$ cat src/rtl/fork_join_ctrl_if.sv
// Bus bundle for fork_join_ctrl.
//   master : drives fork requests (start, mode, thread_en, thread_dly,
//            wait_fork, disable_fork) and observes the thread/join status.
//   slave  : the controller side; receives requests, drives thread_active,
//            thread_done, parent_blocked, join_done, wait_done, disabled,
//            busy and elapsed.
interface fork_join_ctrl_if #(
    parameter int NUM_THREADS = 4,
    parameter int DLY_W       = 8
);
    logic                         start;
    logic [1:0]                   mode;
    logic [NUM_THREADS-1:0]       thread_en;
    logic [NUM_THREADS*DLY_W-1:0] thread_dly;
    logic                         wait_fork;
    logic                         disable_fork;
    logic [NUM_THREADS-1:0]       thread_active;
    logic [NUM_THREADS-1:0]       thread_done;
    logic                         parent_blocked;
    logic                         join_done;
    logic                         wait_done;
    logic                         disabled;
    logic                         busy;
    logic [15:0]                  elapsed;

    modport master (
        output start, mode, thread_en, thread_dly, wait_fork, disable_fork,
        input  thread_active, thread_done, parent_blocked, join_done,
               wait_done, disabled, busy, elapsed
    );

    modport slave (
        input  start, mode, thread_en, thread_dly, wait_fork, disable_fork,
        output thread_active, thread_done, parent_blocked, join_done,
               wait_done, disabled, busy, elapsed
    );
endinterface

$ cat src/rtl/fork_join_ctrl.sv
// fork_join_ctrl: hardware model of fork/join process control.
// A start forks up to NUM_THREADS delay-timer threads; the parent resumes
// (join_done) according to the latched join mode: join, join_any, join_none.
// Also supports wait fork (wait_fork/wait_done) and disable fork
// (disable_fork/disabled).
// Ports:
//   clk   : rising-edge clock
//   rst_n : synchronous active-low reset
//   bus   : fork_join_ctrl_if.slave (requests in, status/pulses out)
module fork_join_ctrl #(
    parameter int NUM_THREADS = 4,
    parameter int DLY_W       = 8
) (
    input  logic             clk,
    input  logic             rst_n,
    fork_join_ctrl_if.slave  bus
);

    typedef enum logic [1:0] {
        S_IDLE     = 2'd0,
        S_BLOCKED  = 2'd1,
        S_DETACHED = 2'd2
    } state_t;

    state_t state, state_nxt;

    logic [DLY_W-1:0]       cnt [NUM_THREADS];
    logic [NUM_THREADS-1:0] active;
    logic [NUM_THREADS-1:0] done_q;
    logic [NUM_THREADS-1:0] expiring;
    logic [NUM_THREADS-1:0] remaining;
    logic [1:0]             mode_q;
    logic                   jn_pend;   // join_none / empty fork: join_done next cycle
    logic                   join_q;
    logic                   wait_q;
    logic                   dis_q;
    logic                   served;    // wait already answered, blocks re-fire
    logic [15:0]            elapsed_q;

    logic accept;
    logic empty;
    logic any_exp;
    logic none_left;
    logic join_fire;
    logic wait_fire;
    logic busy_w;

    // Threads whose counter reaches zero on this edge.
    always_comb begin
        expiring = '0;
        for (int unsigned i = 0; i < NUM_THREADS; i++)
            expiring[i] = active[i] && (cnt[i] == DLY_W'(1));
    end

    assign remaining = active & ~expiring;
    assign any_exp   = |expiring;
    assign none_left = (remaining == '0);
    assign busy_w    = |active;
    assign empty     = (bus.thread_en == '0);
    assign accept    = (state == S_IDLE) && bus.start && !bus.disable_fork;

    // join_any resumes on the first expiry; join (and mode 11) on the last.
    assign join_fire = (state == S_BLOCKED) && !bus.disable_fork && any_exp &&
                       ((mode_q == 2'b01) || none_left);

    // A disable also satisfies a pending wait.
    assign wait_fire = bus.wait_fork && !served &&
                       (bus.disable_fork || !busy_w || (any_exp && none_left));

    always_ff @(posedge clk) begin
        if (!rst_n) state <= S_IDLE;
        else        state <= state_nxt;
    end

    always_comb begin
        state_nxt = state;
        if (bus.disable_fork) begin
            state_nxt = S_IDLE;
        end else begin
            case (state)
                S_IDLE: begin
                    if (accept && !empty)
                        state_nxt = (bus.mode == 2'b10) ? S_DETACHED : S_BLOCKED;
                end
                S_BLOCKED: begin
                    if (join_fire)
                        state_nxt = none_left ? S_IDLE : S_DETACHED;
                end
                S_DETACHED: begin
                    if (none_left) state_nxt = S_IDLE;
                end
                default: state_nxt = S_IDLE;
            endcase
        end
    end

    always_ff @(posedge clk) begin
        if (!rst_n) begin
            for (int unsigned i = 0; i < NUM_THREADS; i++) cnt[i] <= '0;
            active    <= '0;
            done_q    <= '0;
            mode_q    <= '0;
            jn_pend   <= 1'b0;
            join_q    <= 1'b0;
            wait_q    <= 1'b0;
            dis_q     <= 1'b0;
            served    <= 1'b0;
            elapsed_q <= '0;
        end else begin
            done_q <= '0;
            join_q <= 1'b0;
            dis_q  <= 1'b0;
            wait_q <= wait_fire;
            served <= bus.wait_fork && (served || wait_fire);

            if (accept)
                elapsed_q <= '0;
            else if (elapsed_q != 16'hFFFF)
                elapsed_q <= elapsed_q + 16'd1;

            if (bus.disable_fork) begin
                // Kill everything, including threads expiring on this edge.
                for (int unsigned i = 0; i < NUM_THREADS; i++) cnt[i] <= '0;
                active  <= '0;
                jn_pend <= 1'b0;
                dis_q   <= 1'b1;
            end else begin
                for (int unsigned i = 0; i < NUM_THREADS; i++) begin
                    if (expiring[i]) begin
                        cnt[i]    <= '0;
                        active[i] <= 1'b0;
                        done_q[i] <= 1'b1;
                    end else if (active[i]) begin
                        cnt[i] <= cnt[i] - DLY_W'(1);
                    end
                end
                join_q  <= join_fire || jn_pend;
                jn_pend <= 1'b0;
                // IDLE never holds active threads, so loading cannot collide
                // with the expiry updates above.
                if (accept) begin
                    mode_q  <= bus.mode;
                    jn_pend <= empty || (bus.mode == 2'b10);
                    for (int unsigned i = 0; i < NUM_THREADS; i++) begin
                        if (bus.thread_en[i]) begin
                            active[i] <= 1'b1;
                            cnt[i]    <= (bus.thread_dly[i*DLY_W +: DLY_W] == '0) ?
                                         DLY_W'(1) : bus.thread_dly[i*DLY_W +: DLY_W];
                        end
                    end
                end
            end
        end
    end

    assign bus.thread_active  = active;
    assign bus.thread_done    = done_q;
    assign bus.parent_blocked = (state == S_BLOCKED) || jn_pend;
    assign bus.join_done      = join_q;
    assign bus.wait_done      = wait_q;
    assign bus.disabled       = dis_q;
    assign bus.busy           = busy_w;
    assign bus.elapsed        = elapsed_q;

endmodule

$ cat src/flat_wrapper.sv
// flat-port wrapper written by rule: the top's interface ports become plain ports
module fork_join_ctrl_flat 
#(
    parameter int NUM_THREADS = 4,
    parameter int DLY_W       = 8
)
  (clk, rst_n, bus_start, bus_mode, bus_thread_en, bus_thread_dly, bus_wait_fork, bus_disable_fork, bus_thread_active, bus_thread_done, bus_parent_blocked, bus_join_done, bus_wait_done, bus_disabled, bus_busy, bus_elapsed);
  fork_join_ctrl_if #(.NUM_THREADS(NUM_THREADS), .DLY_W(DLY_W)) bus_i ();
  input  logic clk;
  input  logic rst_n;
  input wire logic [$bits(bus_i.start)-1:0] bus_start;
  input wire logic [$bits(bus_i.mode)-1:0] bus_mode;
  input wire logic [$bits(bus_i.thread_en)-1:0] bus_thread_en;
  input wire logic [$bits(bus_i.thread_dly)-1:0] bus_thread_dly;
  input wire logic [$bits(bus_i.wait_fork)-1:0] bus_wait_fork;
  input wire logic [$bits(bus_i.disable_fork)-1:0] bus_disable_fork;
  output wire logic [$bits(bus_i.thread_active)-1:0] bus_thread_active;
  output wire logic [$bits(bus_i.thread_done)-1:0] bus_thread_done;
  output wire logic [$bits(bus_i.parent_blocked)-1:0] bus_parent_blocked;
  output wire logic [$bits(bus_i.join_done)-1:0] bus_join_done;
  output wire logic [$bits(bus_i.wait_done)-1:0] bus_wait_done;
  output wire logic [$bits(bus_i.disabled)-1:0] bus_disabled;
  output wire logic [$bits(bus_i.busy)-1:0] bus_busy;
  output wire logic [$bits(bus_i.elapsed)-1:0] bus_elapsed;
  assign bus_i.start = bus_start;
  assign bus_i.mode = bus_mode;
  assign bus_i.thread_en = bus_thread_en;
  assign bus_i.thread_dly = bus_thread_dly;
  assign bus_i.wait_fork = bus_wait_fork;
  assign bus_i.disable_fork = bus_disable_fork;
  assign bus_thread_active = bus_i.thread_active;
  assign bus_thread_done = bus_i.thread_done;
  assign bus_parent_blocked = bus_i.parent_blocked;
  assign bus_join_done = bus_i.join_done;
  assign bus_wait_done = bus_i.wait_done;
  assign bus_disabled = bus_i.disabled;
  assign bus_busy = bus_i.busy;
  assign bus_elapsed = bus_i.elapsed;
  fork_join_ctrl #(.NUM_THREADS(NUM_THREADS), .DLY_W(DLY_W)) u_core (.clk(clk), .rst_n(rst_n), .bus(bus_i));
endmodule
$ cat config.mk
export PLATFORM = sky130hd
export DESIGN_NAME = fork_join_ctrl_flat
export DESIGN_NICKNAME = d
export VERILOG_FILES = /design/src/rtl/fork_join_ctrl_if.sv /design/src/rtl/fork_join_ctrl.sv /design/src/flat_wrapper.sv
export SDC_FILE = /design/constraint.sdc
export NUM_CORES = 1
export LEC_CHECK = 0
export ABC_AREA = 0
export BUFFER_PORTS_ARGS = -buffer_cell sky130_fd_sc_hd__buf_2
export CAP_MARGIN = 15
export CORE_UTILIZATION = 40
export CTS_CLUSTER_SIZE = 14
export DETAILED_ROUTE_END_ITERATION = 8
export PLACE_DENSITY = 0.62
export SLEW_MARGIN = 20
export SYNTH_ARGS = -nofsm -noshare
export SYNTH_HDL_FRONTEND = slang
export SYNTH_SLANG_ARGS = --single-unit
$ cat constraint.sdc
create_clock -name clk -period 2.1 [get_ports clk]
set_input_delay 0.315 -clock clk [delete_from_list [all_inputs] [get_ports clk]]
set_output_delay 0.315 -clock clk [all_outputs]
set_load 0.02 [all_outputs]
## Word-level counts from Yosys, hierarchy flattened

Memory sizes are Yosys's and may differ from the RTL's.
Index checks and enable logic that the tools add are counted.

| word-level totals | value |
|---|---|
| memories kept | 1 |
| register bits | 33 |
| output and inout port bits | 29 |
| RAM bits | 32 |
| logic and storage cells | 183 |

| operators by class | value |
|---|---|
| $add $sub $neg | 5 |
| bitwise logic cells | 21 |
| reduce and logical (&&, ||, !) cells | 39 |
| eq/ne operators | 12 |
| multiplexer cells | 95 |

Memory list:

| memory | depth | bits a word | read ports | clocked after Yosys merged registers in | wr ports | RTL line | text |
|---|---|---|---|---|---|---|---|
| u_core.cnt | 4 | 8 | 4 | 0 | 4 | fork_join_ctrl.sv:27 | `logic [DLY_W-1:0] cnt [NUM_THREADS];` |

Operators with widths:

| cell | number |
|---|---|
| 2-to-1 mux 8 bit | 20 |
| 2-to-1 mux 1 bit | 68 |
| equality test 8 x 1 -> 1 bit, second input constant | 4 |
| logical NOT 8 bit | 4 |
| subtractor 8 x 1 -> 8 bit, second input constant | 4 |
| adder 16 x 1 -> 16 bit, second input constant | 1 |
| != test 16 bit, second input constant | 1 |
| OR 1 bit | 16 |
| logical AND 1 bit | 14 |
| 2-to-1 mux 2 bit | 5 |
| logical NOT 4 bit | 2 |
| OR reduction 4 bit | 2 |
| logical OR 1 bit | 7 |
| one-hot mux 2 bit (3 select lines) | 1 |
| AND 4 bit | 1 |
| equality test 2 x 1 -> 1 bit, second input constant | 2 |
| equality test 2 bit, second input constant | 2 |
| logical NOT 1 bit | 4 |
| 2-to-1 mux 4 bit | 1 |
| != test 2 x 1 -> 1 bit, second input constant | 2 |
| NOT 4 bit | 1 |
| OR reduction 2 bit | 2 |
| NOT 1 bit | 3 |
| AND reduction 3 bit | 1 |
| other kinds (4) | 4 |

## Longest topological paths before layout

Gate-level depths: netlist of the first run.

| logic depth | value |
|---|---|
| depth in word-level cells | 10 |
| depth in mapped cells | 7 |
| depth with buffers taken out | 7 |

## Least setup slack after synthesis of the first run

No wires, ideal clock.

| path | value |
|---|---|
| path type | reg2reg |
| start | reg u_core.elapsed_q[0] (netlist: u_core.bus.elapsed[0]) |
| end | reg u_core.elapsed_q[4] (netlist: u_core.bus.elapsed[4]) |
| period minus slack after synthesis | 1797 ps |
| data required time | 1983 ps |
| arrival time | 1680 ps |
| cell stages (with the launch flop) | 8 |
| setup slack | 303 ps |
| path through | dfxtp_1 -> ha_1 -> nand4_1 -> nor4_2 -> buf_2 -> nor3b_1 -> xnor2_1 -> nor2_1 |

| between the ends | value |
|---|---|
| word-level cells in the longest chain between the ends | 1 |

RTL lines:

| element | RTL line | text |
|---|---|---|
| from (decl) | fork_join_ctrl.sv:38 | `logic [15:0] elapsed_q;` |
| from (signal assigned) | fork_join_ctrl.sv:119 | `elapsed_q <= elapsed_q + 16'd1;` |
| adder 16 x 1 -> 16 bit or != test 16 bit (tied branches) | fork_join_ctrl.sv:119, fork_join_ctrl.sv:118 |  |

Parallel ways exist; a longest one is shown, timed or not.
A chain may end at the register's enable or synchronous reset.

==> summary.md, run 1 <==
| Metric | Value |
|---|---|
| DR vias/cell | `5.24` |
| CP arrival | `2.10 ns` |
| Yosys cell types | `47` |
| Mapped Area | `3470 sq um` |
| Total wire length | `7870 um` |
| Die X | `95.1 um` |
| Total power | `0.00289 W` |
| Critical Path Source Type | `register` |
| Die H | `95.1 um` |
| Initial antenna violation count | `0` |
| Most frequent cells in the layout | `buf_2, nand2_1, dfxtp_1` |
| Critical path, cell by cell | `inv_1, ha_1, nor3b_1, a21oi_1, nor4_4, o221ai_2, o21a_1` |
| Per-cell routed wire length | `14.3 um` |
| Share of cells above drive strength 1 | `0.238` |
| Initial Util | `0.418` |
| Largest net degree at the start of global routing | `17` |
| Max H-tree Level | `3` |
| IO Port Bufs | `71` |
| Number of flops mapped to enable cells by yosys | `32` |
| Full die area | `9040 sq um` |
| First-pass GRT wire length | `12,400 um` |
| Syn. warnings | `0` |
| Layout area overhead | `20.9%` |
| Achievable clock frequency | `0.537 GHz` |
| Overflow after GRT | `0` |
| Setup TNS Final | `0 ns` |
| I/O pins | `72` |
| Rel. slew slack | `0.664` |
| Ys flop type | `dfxtp_1` |
| CP required | `2.34 ns` |
| RSZ-0062 raised after global routing | `no` |
| Maxcap violations | `0` |
| CP top delay family | `simple AND/OR/NAND/NOR gates` |
| GRT Overall Usage | `0.181` |
| Power Density | `691 nW/um^2` |
| Final min period | `1.86 ns` |
| DRT antenna net count | `0` |
| Final #Nets | `492` |
| Final GP Congestion | `0.783` |
| Num rows | `33` |
| Final period util | `0.887` |
| Peak VDD IR | `0.000353 V` |
| Routed wl met2 | `3630 um` |
| CTS buffer count | `9` |
| Worst Hold Class | `input pin to register` |
| Synthesized netlist cell count | `356` |
| Slew Viols, Final | `0` |
| Synth Net Count | `408` |
| Clock Pin Slew Worst Setup and Hold Paths | `0.07 ns` |
| Highest routed layer | `met4` |
| CP max FO | `3` |
| Post-synthesis sequential area ratio | `0.468` |
| # DRC | `0` |
| Hold Vio Cnt, Final | `0` |
| #FFs+latches synth | `65` |
| Worst Skew | `0.0102 ns` |
| Critical Path Slowest Stage Cell | `edfxtp_1` |
| Routed wl met3 | `306 um` |
| P_leak | `1.67 nW` |
| Clock Latency Late Sink | `0.34 ns` |
| Fillcell total | `792` |
| Sink Count | `65` |
| Setup CP Type | `register to register` |
| Avg Inst Size Synth | `9.74 sq um` |
| Core area | `8300 sq um` |
| DR vias | `2,882` |
| Setup Viol. Count Final | `0` |
| Wire length on met1 | `3820 um` |
| Critical Path Max Stage Delay | `0.38 ns` |
| Crit path capture type | `register` |
| Drt pass-1 iters | `4` |
| Diodes inserted | `0` |
| DP HPWL | `5970 um` |
| Least-Margin Pin Slew | `0.501 ns` |
| Critical path buffer and inverter count | `1` |
| TritonCTS clock tree | `yes` |
| Initial DRC count | `114` |
| Post-CTS sizing | `0` |
| Clock Tree Buf Depth | `2` |
| Clock tree root buffer cell | `clkbuf_8` |
| FFs w/ async S/R, synth | `0` |
| Post-CTS Hold Fix Bufs | `0` |
| Vias in the first global route | `2,593` |
| Commonest non-fill, non-tap cell in the layout | `buf_2` |
| Post-CTS setup buffers | `0` |
| Status | `finished clean` |
through the flow:
stage / worst slack (ns) / instances / hold WS [ns] / utilization / area [sq um]
floorplan: 0.303 / 356 / 0.400 / - / 3470
global placement: 0.158 / 534 / 0.408 / 0.481 / 4000
finish: 0.237 / 550 / 0.222 / 0.505 / 4190
detailed placement: 0.130 / 534 / 0.423 / 0.481 / 4000
CTS: 0.218 / 550 / 0.207 / 0.505 / 4190
global route: 0.0749 / 550 / 0.249 / 0.505 / 4190
cell families after synthesis:
family | Yosys count | synth area share
AND/OR/NAND/NOR | 160 | 0.256
multiplexers | 4 | 0.0116
adder cells (fa/ha/maj) | 9 | 0.0325
XOR/XNOR | 33 | 0.0834
AO/OA/AOI/OAI | 60 | 0.118
flip-flops | 65 | 0.468
buffers and inverters | 25 | 0.0310
sequential cells by signal (all words and copies together) (netlist names):
signal and flops:
u_core.cnt 32, u_core.mode_q 2, u_core.jn_pend 1, u_core.bus.thread_active 4, u_core.bus.disabled 1, u_core.state 2
u_core.bus.elapsed 16, u_core.bus.wait_done 1, u_core.bus.join_done 1, u_core.bus.thread_done 4, u_core.served 1
path summary, 6_finish.rpt:
path / from / endpoint / slack (ns) / cells after the start
setup / recovery: u_core.cnt[1][1]$_DFFE_PP_ / u_core.state[0]$_SDFFE_PP0P_ / 0.24 / 7
hold / removal: bus_wait_fork / u_core.served$_SDFF_PN0_ / 0.22 / 3
setup reg to reg: u_core.cnt[1][1]$_DFFE_PP_ / u_core.state[0]$_SDFFE_PP0P_ / 0.24 / 7
hold reg to reg: u_core.served$_SDFF_PN0_ / u_core.bus.wait_done$_SDFF_PN0_ / 0.43 / 1
worst reg2reg max path, stage by stage, from the launching register on:
cell      delay, ns
edfxtp_1       0.38
inv_1          0.09
ha_1           0.13
nor3b_1        0.33
a21oi_1        0.17
nor4_4         0.33
o221ai_2       0.15
o21a_1         0.18
metal layers:
layer / vias to the layer above / track usage
li1: 1454 / -
met1: 1358 / 0.237
met2: 59 / 0.290
met3: 11 / 0.0399
met4: 0 / 0.0720
met5: - / 0
area by class of cell:
class | count | area, sq um | share of cell area
well taps | 105 | 131 | 0.0314
clock buffers | 14 | 184 | 0.0439
flip-flops and latches | 65 | 1620 | 0.387
multi-input cells | 266 | 1740 | 0.415
repair buffers | 84 | 453 | 0.108
inverters | 14 | 52.6 | 0.0125
clock inverters | 2 | 10.0 | 0.00239
where the power goes:
part	internal, W	leakage, nW	switching [W]
Sequential	0.00139	0.628	0.0000592
Clock	0.000563	0.102	0.000483
Combinational	0.000181	0.940	0.000218
Total	0.00213	1.67	0.000760
cell usage after synthesis (2+ instances only):
master,n,area share
or3_1,6,0.011
nor4_1,11,0.020
ha_1,9,0.032
buf_2,8,0.012
xor2_1,11,0.028
o21ai_0,7,0.010
o2bb2ai_1,14,0.035
and3_1,5,0.0090
nor4_4,2,0.012
nand3_1,5,0.0072
nor3_1,17,0.025
edfxtp_1,32,0.28
nand4_1,5,0.0090
nand2b_1,7,0.013
clkbuf_1,2,0.0022
xnor2_1,22,0.056
a31oi_1,2,0.0036
or4_1,5,0.011
inv_1,14,0.015
o21bai_1,4,0.0087
mux2i_1,4,0.012
nor4b_1,2,0.0051
o21ai_1,16,0.023
a21oi_1,8,0.012
dfxtp_1,33,0.19
and2_1,9,0.016
nand2_1,37,0.040
nor4_2,2,0.0072
nor2b_1,8,0.014
nor3b_1,5,0.011
nor2_1,28,0.030
Power figures use the tool's default switching activity.
==> run 2: changes to the inputs <==
- ABC_AREA: 0 -> 1
- REMOVE_ABC_BUFFERS: unset -> 1
==> summary.md, run 2 <==
| Metric | Value |
|---|---|
| Setup CP Type | `register to register` |
| Total power | `0.00296 W` |
| Hold Vio Cnt, Final | `0` |
| Yosys cell types | `37` |
| RSZ-0062 raised after global routing | `no` |
| Share of power burned in registers | `0.487` |
| Crit path capture type | `register` |
| CP required | `2.33 ns` |
| Post-CTS setup buffers | `0` |
| Total wire length | `8030 um` |
| Slew Viols, Final | `0` |
| Per-cell routed wire length | `12.6 um` |
| Top-count cell post-synth | `nand2_1` |
| Ys flop type | `dfxtp_1` |
| Vias in the first global route | `2,980` |
| Flop2flop setup slack | `0.24 ns` |
| Critical Path Max Stage Delay | `0.40 ns` |
| Post-synthesis sequential area ratio | `0.442` |
| Initial Util | `0.416` |
| Critical Path Source Type | `register` |
| Post-CTS Hold Fix Bufs | `0` |
| Least-Margin Pin Slew | `0.463 ns` |
| Sw frac | `0.267` |
| Final #Nets | `578` |
| Largest net degree at the start of global routing | `17` |
| Final min period | `1.86 ns` |
| Clock Pin Slew Worst Setup and Hold Paths | `0.07 ns` |
| Initial DRC count | `94` |
| DP HPWL | `6290 um` |
| P_leak | `2.07 nW` |
| Setup Viol. Count Final | `0` |
| Full die area | `9560 sq um` |
| CTS buffer count | `9` |
| Setup TNS Final | `0 ns` |
| Worst Hold Class | `input pin to register` |
| Power Internal | `0.00217 W` |
| Most frequent CP cell | `inv_1` |
| Max FFs per register | `32` |
| Worst Skew | `0.00964 ns` |
| DRT antenna net count | `0` |
| Diodes inserted | `0` |
| Most frequent cells in the layout | `nand2_1, inv_1, buf_2` |
| Post-CTS sizing | `0` |
| First-pass GRT wire length | `13,500 um` |
| Num rows | `34` |
| Failing checks | `design-rule violations` |
| Core area | `8810 sq um` |
| Critical path, cell by cell | `ha_1, nand2_1, inv_1, nand4_1, nor2_2, nand3_2, inv_1, nor2_1, o21ai_0, a21oi_1` |
| CP arrival | `2.09 ns` |
| Max H-tree Level | `3` |
| Power Density | `677 nW/um^2` |
| Achievable clock frequency | `0.538 GHz` |
| Final period util | `0.886` |
| Clock Tree Buf Depth | `2` |
| Die X | `97.8 um` |
| Clock Latency Late Sink | `0.34 ns` |
| Synthesized netlist cell count | `442` |
| TritonCTS clock tree | `yes` |
| CP max FO | `16` |
| Area leader, netlist | `edfxtp_1` |
| Commonest non-fill, non-tap cell in the layout | `nand2_1` |
| Die H | `97.8 um` |
| FFs w/ async S/R, synth | `0` |
| Sw power | `0.000792 W` |
| Clk pwr share | `0.365` |
| GRT Overall Usage | `0.177` |
| Maxcap violations | `0` |
| Overflow after GRT | `0` |
| Top cells by area, synth | `edfxtp_1, dfxtp_1, nand2_1` |
| Layout area overhead | `19.2%` |
| Avg Inst Size Synth | `8.30 sq um` |
| Peak VDD IR | `0.000340 V` |
| DR vias | `3,080` |
| Logic pwr share | `0.149` |
| Final GP Congestion | `0.794` |
| #FFs+latches synth | `65` |
| IO Port Bufs | `71` |
| Clock tree root buffer cell | `clkbuf_8` |
| Mapped Area | `3670 sq um` |
| Top cell type's share of synthesized area | `0.262` |
| Critical Path Slowest Stage Cell | `dfxtp_1` |
| Drt pass-1 iters | `9` |
| Syn. warnings | `0` |
| Status | `finished with violations` |
| # DRC | `12` |
| Sink Count | `65` |
| Initial antenna violation count | `0` |
| DR vias/cell | `4.82` |
| Reg with most FFs | `u_core.cnt` |
| Share of cells above drive strength 1 | `0.239` |
| Rel. slew slack | `0.690` |
| Number of flops mapped to enable cells by yosys | `32` |
| I/O pins | `72` |
| Top cells by count, synth | `nand2_1, inv_1, nor2_1, dfxtp_1, edfxtp_1` |
## run 2: cell type report
type / instances / area (sq um)
Fill cell: 888 / 4430
Timing Repair Buffer: 75 / 385
Clock buffer: 15 / 199
Clock inverter: 1 / 5.00
Tap cell: 108 / 135
Inverter: 78 / 308
Sequential cell: 65 / 1620
Multi-Input combinational cell: 297 / 1720
## run 2: kinds of logic after synthesis
logic type               Yosys count  share of synthesized area
AO/OA/AOI/OAI                     63                      0.105
XOR/XNOR                          27                     0.0645
adder cells (fa/ha/maj)            9                     0.0307
buffers and inverters             80                     0.0890
flip-flops                        65                      0.442
AND/OR/NAND/NOR                  198                      0.268
## run 2: worst paths after layout
path,to,from,cells after the start
worst max register to register,u_core.bus.elapsed[3]$_SDFFE_PP0P_,u_core.bus.elapsed[0]$_SDFFE_PP0P_,10
worst min register to register,u_core.bus.wait_done$_SDFF_PN0_,u_core.served$_SDFF_PN0_,1
worst max-delay path,u_core.bus.elapsed[3]$_SDFFE_PP0P_,u_core.bus.elapsed[0]$_SDFFE_PP0P_,10
worst min-delay path,u_core.mode_q[0]$_SDFFE_PN0P_,bus_mode[0],2
## run 2: power groups by stage
stage               Sequential [W]  Combinational, W  Clock (W)
global route               0.00145          0.000495    0.00117
finish                     0.00144          0.000440    0.00108
CTS                        0.00144          0.000444    0.00110
global placement           0.00147          0.000438          0
detailed placement         0.00147          0.000441          0
floorplan                  0.00147          0.000301          0
## run 2: critical path, delay by kind of cell (launching register included)
family,cells,cell delay [ns]
and+or+nand+nor,5,0.68
DFF,1,0.40
buffers and inverters,2,0.28
AOI/OAI and AO/OA,2,0.21
adders and majority gates,1,0.19
## run 2: per-layer routing
metal	part of all wire	GRT usage	routed length (um)
met1	0.48	0.229	3820
met2	0.45	0.290	3620
met3	0.064	0.0573	513
met4	0.0079	0.0385	63
met5	0	0	0
## run 2: stage by stage
step / hold slack [ns] / cells / setup slack (ns) / instance area (sq um) / utilization
floorplan: 0.408 / 440 / 0.326 / 3650 / -
global placement: 0.423 / 623 / 0.214 / 4170 / 0.473
detailed placement: 0.421 / 623 / 0.156 / 4170 / 0.473
CTS: 0.218 / 639 / 0.239 / 4370 / 0.497
global route: 0.235 / 639 / 0.0129 / 4370 / 0.497
finish: 0.234 / 639 / 0.240 / 4370 / 0.497
